`src/rtl/delay_line_if.sv`:
```
`default_nettype none
// ============================================================================
// Module   : delay_line_if
// Brief    : Control, data and status bundle for the delay_line pipeline.
// Revision : 1.0
// ============================================================================
interface delay_line_if #(
    parameter int WIDTH = 8,
    parameter int DEPTH = 4
);
    localparam int TAP_W = ($clog2(DEPTH) > 1) ? $clog2(DEPTH) : 1;
    localparam int CNT_W = $clog2(DEPTH + 1);

    logic             en;
    logic             flush;
    logic             rotate;
    logic [WIDTH-1:0] d;
    logic             d_valid;
    logic [TAP_W-1:0] tap_sel;
    logic [WIDTH-1:0] q;
    logic             q_valid;
    logic [WIDTH-1:0] tap_q;
    logic             tap_valid;
    logic [CNT_W-1:0] fill_cnt;
    logic             full;
    logic             empty;

    modport master (
        output en, flush, rotate, d, d_valid, tap_sel,
        input  q, q_valid, tap_q, tap_valid, fill_cnt, full, empty
    );

    modport slave (
        input  en, flush, rotate, d, d_valid, tap_sel,
        output q, q_valid, tap_q, tap_valid, fill_cnt, full, empty
    );
endinterface
`default_nettype wire

```
`src/rtl/delay_line.sv`:
```
`default_nettype none
// ============================================================================
// Module   : delay_line
// Brief    : DEPTH-stage data/valid pipeline with rotate, flush, tap and fill.
// Revision : 1.0
// ============================================================================
module delay_line #(
    parameter int WIDTH = 8,
    parameter int DEPTH = 4
) (
    input  wire logic   clk,
    input  wire logic   rst_n,
    delay_line_if.slave bus
);
    localparam int TAP_W = ($clog2(DEPTH) > 1) ? $clog2(DEPTH) : 1;
    localparam int CNT_W = $clog2(DEPTH + 1);

    logic [WIDTH-1:0] r_data [DEPTH];
    logic [DEPTH-1:0] r_valid;
    logic [CNT_W-1:0] r_fill;
    logic [CNT_W-1:0] w_fill_nxt;
    logic [WIDTH-1:0] w_tap_q;
    logic             w_tap_valid;

    // Flush clears only the valid bits; data words are left in place.
    always_ff @(posedge clk or negedge rst_n) begin
        if (!rst_n) begin
            for (int i = 0; i < DEPTH; i++) begin
                r_data[i] <= '0;
            end
            r_valid <= '0;
        end else if (bus.flush) begin
            r_valid <= '0;
        end else if (bus.en) begin
            for (int i = 1; i < DEPTH; i++) begin
                r_data[i]  <= r_data[i-1];
                r_valid[i] <= r_valid[i-1];
            end
            if (bus.rotate) begin
                r_data[0]  <= r_data[DEPTH-1];
                r_valid[0] <= r_valid[DEPTH-1];
            end else begin
                r_data[0]  <= bus.d;
                r_valid[0] <= bus.d_valid;
            end
        end
    end

    always_comb begin
        w_fill_nxt = r_fill;
        if (bus.flush) begin
            w_fill_nxt = '0;
        end else if (bus.en && !bus.rotate) begin
            w_fill_nxt = r_fill + CNT_W'(bus.d_valid) - CNT_W'(r_valid[DEPTH-1]);
        end
    end

    always_ff @(posedge clk or negedge rst_n) begin
        if (!rst_n) begin
            r_fill <= '0;
        end else begin
            r_fill <= w_fill_nxt;
        end
    end

    // Out-of-range selects match no stage and fall through to zero.
    always_comb begin
        w_tap_q     = '0;
        w_tap_valid = 1'b0;
        for (int i = 0; i < DEPTH; i++) begin
            if (bus.tap_sel == TAP_W'(i)) begin
                w_tap_q     = r_data[i];
                w_tap_valid = r_valid[i];
            end
        end
    end

    assign bus.q         = r_data[DEPTH-1];
    assign bus.q_valid   = r_valid[DEPTH-1];
    assign bus.tap_q     = w_tap_q;
    assign bus.tap_valid = w_tap_valid;
    assign bus.fill_cnt  = r_fill;
    assign bus.full      = (r_fill == CNT_W'(DEPTH));
    assign bus.empty     = (r_fill == '0);
endmodule
`default_nettype wire

```
`src/flat_wrapper.sv`:
```
// flat-port wrapper written by rule: the top's interface ports become plain ports
module delay_line_flat 
#(
    parameter int WIDTH = 8,
    parameter int DEPTH = 4
)
  (clk, rst_n, bus_en, bus_flush, bus_rotate, bus_d, bus_d_valid, bus_tap_sel, bus_q, bus_q_valid, bus_tap_q, bus_tap_valid, bus_fill_cnt, bus_full, bus_empty);
  delay_line_if #(.WIDTH(WIDTH), .DEPTH(DEPTH)) bus_i ();
  input  wire logic clk;
  input  wire logic rst_n;
  input wire logic [$bits(bus_i.en)-1:0] bus_en;
  input wire logic [$bits(bus_i.flush)-1:0] bus_flush;
  input wire logic [$bits(bus_i.rotate)-1:0] bus_rotate;
  input wire logic [$bits(bus_i.d)-1:0] bus_d;
  input wire logic [$bits(bus_i.d_valid)-1:0] bus_d_valid;
  input wire logic [$bits(bus_i.tap_sel)-1:0] bus_tap_sel;
  output wire logic [$bits(bus_i.q)-1:0] bus_q;
  output wire logic [$bits(bus_i.q_valid)-1:0] bus_q_valid;
  output wire logic [$bits(bus_i.tap_q)-1:0] bus_tap_q;
  output wire logic [$bits(bus_i.tap_valid)-1:0] bus_tap_valid;
  output wire logic [$bits(bus_i.fill_cnt)-1:0] bus_fill_cnt;
  output wire logic [$bits(bus_i.full)-1:0] bus_full;
  output wire logic [$bits(bus_i.empty)-1:0] bus_empty;
  assign bus_i.en = bus_en;
  assign bus_i.flush = bus_flush;
  assign bus_i.rotate = bus_rotate;
  assign bus_i.d = bus_d;
  assign bus_i.d_valid = bus_d_valid;
  assign bus_i.tap_sel = bus_tap_sel;
  assign bus_q = bus_i.q;
  assign bus_q_valid = bus_i.q_valid;
  assign bus_tap_q = bus_i.tap_q;
  assign bus_tap_valid = bus_i.tap_valid;
  assign bus_fill_cnt = bus_i.fill_cnt;
  assign bus_full = bus_i.full;
  assign bus_empty = bus_i.empty;
  delay_line #(.WIDTH(WIDTH), .DEPTH(DEPTH)) u_core (.clk(clk), .rst_n(rst_n), .bus(bus_i));
endmodule
```
`config.mk`:
```
export PLATFORM = sky130hd
export DESIGN_NAME = delay_line_flat
export DESIGN_NICKNAME = d
export VERILOG_FILES = /design/src/rtl/delay_line_if.sv /design/src/rtl/delay_line.sv /design/src/flat_wrapper.sv
export SDC_FILE = /design/constraint.sdc
export NUM_CORES = 1
export LEC_CHECK = 0
export CAP_MARGIN = 25
export CORE_MARGIN = 4
export CORE_UTILIZATION = 46
export CTS_CLUSTER_SIZE = 20
export DETAILED_ROUTE_END_ITERATION = 8
export PLACE_DENSITY = 0.87
export SLEW_MARGIN = 20
export SYNTH_ARGS = -nofsm -noshare
export SYNTH_HDL_FRONTEND = slang
export SYNTH_SLANG_ARGS = --single-unit
```
`constraint.sdc`:
```
create_clock -name clk -period 1.9 [get_ports clk]
set_input_delay 0.19 -clock clk [delete_from_list [all_inputs] [get_ports clk]]
set_output_delay 0.19 -clock clk [all_outputs]
set_load 0.05 [all_outputs]
```
==> out/results.ini <==
[timing]
fin_crit_ns=1.97
max_freq_mhz=507
fin_skew_ns=0.00837
post-route-period-util_pct=104
worst_pin_slew_ns=0.833
fin_tns_setup_ns=-0.0729
hold_viol_final=0
relSlewSlack_pct=44.5
setup_viol=1
slew_viol_final=0
grt_setup_unrepaired=true
fin_ws_ns=-0.0729

[critical_path]
end_kind=flip-flop
path_class=reg -> reg
cp_data_required_time_ns=2.10
r2r_setup_slack_ns=-0.07
r2r-start=u_core.r_valid[3]
cp-endpoint=u_core.bus.fill_cnt[2]
reg2reg_depth=8
startpoint=u_core.r_valid[3]
r2r-end=u_core.bus.fill_cnt[2]
crit_path_start_kind=flip-flop
cp.arrival_ns=2.17
crit_fanout=2

[synth]
synth_compound_area_share_pct=3.07
synthAdderAreaFrac_pct=2.21
yosys.area_share.simple_pct=5.21
ys_seq_area_share_pct=47.8
syn_inst=141
avgSynthCellArea_um2=14.5
yosysUniqueCellTypes=21
synth-seq-cells=39
synthXorXnorAreaFrac_pct=0.429
syn_area_um2=2040
synth.area.mux_share_pct=34.0
syn-num-nets=160
synth_top_family_by_area=multiplexers
ys_warn_count=0

[pwr]
powerDensity_nw_per_um2=1300
total_power_w=0.00336
peakVddDrop_mv=0.770
power.leakage_nw=1.24

[place]
dp_cells=221
io_buffer_count=38
post-dp-hpwl_mm=2.98
place_congestion=0.875

[min_path]
worstHoldPathType=in -> async

[floorplan]
start_util_pct=49.2
ios=39
dieHeight_um=74.6
num_rows=23
core_area_um2=4140
dieArea_um2=5570
die_x_um=74.6

[clock_tree]
cts_sinks=39
clk_pin_slew_ns=0.08
holdBufCountCts=0
cts_setup_buffers=0
htree_levels=2
clk_latency_ns=0.28
numCtsBuffers=5
cts_tree=built
root_buffer=clkbuf_8
cts.path.max_buffers=2

[detailed_routing]
initialDrtViolationCount=85
vias=1225
wire_per_inst_um=18.0
ant_nets=0
drtPass1Iterations=4
drt-vias-per-instance=5.35
wirelength_mm=4.11
drc=0

[finish]
drive_gt1_share_pct=43.0
fin_nets=197
final_cell_mix=dfrtp_1 (37), clkdlybuf4s50_1 (25), mux2_4 (24)
final_common_cell=dfrtp_1
n_antenna_cell=0
area_delta_synth_final_pct=26.6
fin_cells=229

[global_routing]
antenna_found_initial=0
grt_max_degree=40
overflow=0
grt_pass1_vias=1335
grt_pass1_wl_mm=6.93
grtUsageTotal_pct=16.5

[run]
drv_cap=0

[outcome]
status=complete, but fails checks
violations=setup timing

synth_stat cells:
| master | n | area [um^2] |
|---|---|---|
| dfrtp_1 | 39 | 976 |
| mux2_4 | 24 | 360 |
| mux2i_1 | 13 | 130 |
| buf_4 | 9 | 67.6 |
| mux4_2 | 9 | 203 |
| o21ai_0 | 9 | 45.0 |
| nand2_1 | 8 | 30.0 |
| nor2_1 | 6 | 22.5 |
| buf_6 | 5 | 56.3 |
| inv_1 | 3 | 11.3 |
| a21oi_1 | 2 | 10.0 |
| buf_2 | 2 | 10.0 |
| ha_1 | 2 | 25.0 |
| nand2b_4 | 2 | 27.5 |
| nor3b_1 | 2 | 15.0 |
| a211oi_1 | 1 | 7.51 |
| clkbuf_1 | 1 | 3.75 |
| fa_1 | 1 | 20.0 |
| nor3_1 | 1 | 5.00 |
| or3_1 | 1 | 6.26 |
| xnor2_1 | 1 | 8.76 |
worst min-delay path by stage:
stage | slack [ns] | startpoint | depth (start not counted) | end
detailed placement | 0.34 | rst_n | 1 | u_core.bus.fill_cnt[2]
global route | 0.08 | rst_n | 1 | u_core.r_valid[0]
global placement | 0.31 | rst_n | 1 | u_core.bus.fill_cnt[1]
finish | 0.01 | rst_n | 1 | u_core.r_valid[3]
floorplan | -0.11 | rst_n | 0 | u_core.bus.fill_cnt[0]
CTS | 0.04 | rst_n | 1 | u_core.r_valid[0]
where the power goes:
part,switching [W],total [W],internal [W]
clock network,0.000277,0.000607,0.000330
registers,0.000223,0.00130,0.00107
logic,0.000785,0.00146,0.000673
kinds of logic (layout without fill, tap and decap cells):
logic type / count (synthesis) / count (layout)
and+or+nand+nor: 20 / 20
xor gates and xnor gates: 1 / 1
DFF: 39 / 39
AOI/OAI and AO/OA: 12 / 12
muxes: 46 / 46
adders and majority gates: 3 / 3
buffers and inverters: 20 / 58
critical path, cell delays in order, from the launching register on:
cell and delay, ns:
dfrtp_2 0.43, ha_4 0.24, inv_2 0.06, ha_4 0.13, inv_4 0.03, fa_2 0.37
xnor2_2 0.15, or3_4 0.34, a21oi_2 0.15
metal layers:
layer  track usage, %  up-vias  part of all wire (%)  wire, um
met2             27.7       22                    54      2230
met5                0        -                     0         0
met4             5.34        0                  0.92        38
li1                 -      563                     -         -
met1             22.2      638                    41      1710
met3             2.43        2                   3.4       138
registers in the layout (all words and copies together), names as in the netlist:
name                 flops
u_core.r_data           24
u_core.bus.q             8
u_core.r_valid           4
u_core.bus.fill_cnt      3
stage by stage:
step                setup WS (ns)  cell area, um^2  hold WS (ns)  util (%)
global route               -0.118             2580        0.0820      62.3
finish                    -0.0729             2580        0.0122      62.3
CTS                       -0.0750             2580        0.0449      62.2
detailed placement        -0.0850             2460         0.341      59.3
floorplan                  -0.117             2080        -0.106         -
global placement           0.0320             2460         0.311      59.3
timing repair:
action / 4_1_cts / 5_1_grt
gates resized for setup: 3 / 2
pin swaps: 6 / 5
endpoints found under the setup margin: 1 / 2
cell type report:
type                       instances  area (um^2)
sequential                        39          978
timing repair buffer              47          455
inverter                           3         13.8
clock inverter                     1         7.51
tap                               50         62.6
clock buffer                       7         96.3
fill                             315         1560
multi-input combinational         82          970
Note: power is estimated with default switching activity, not from simulation.
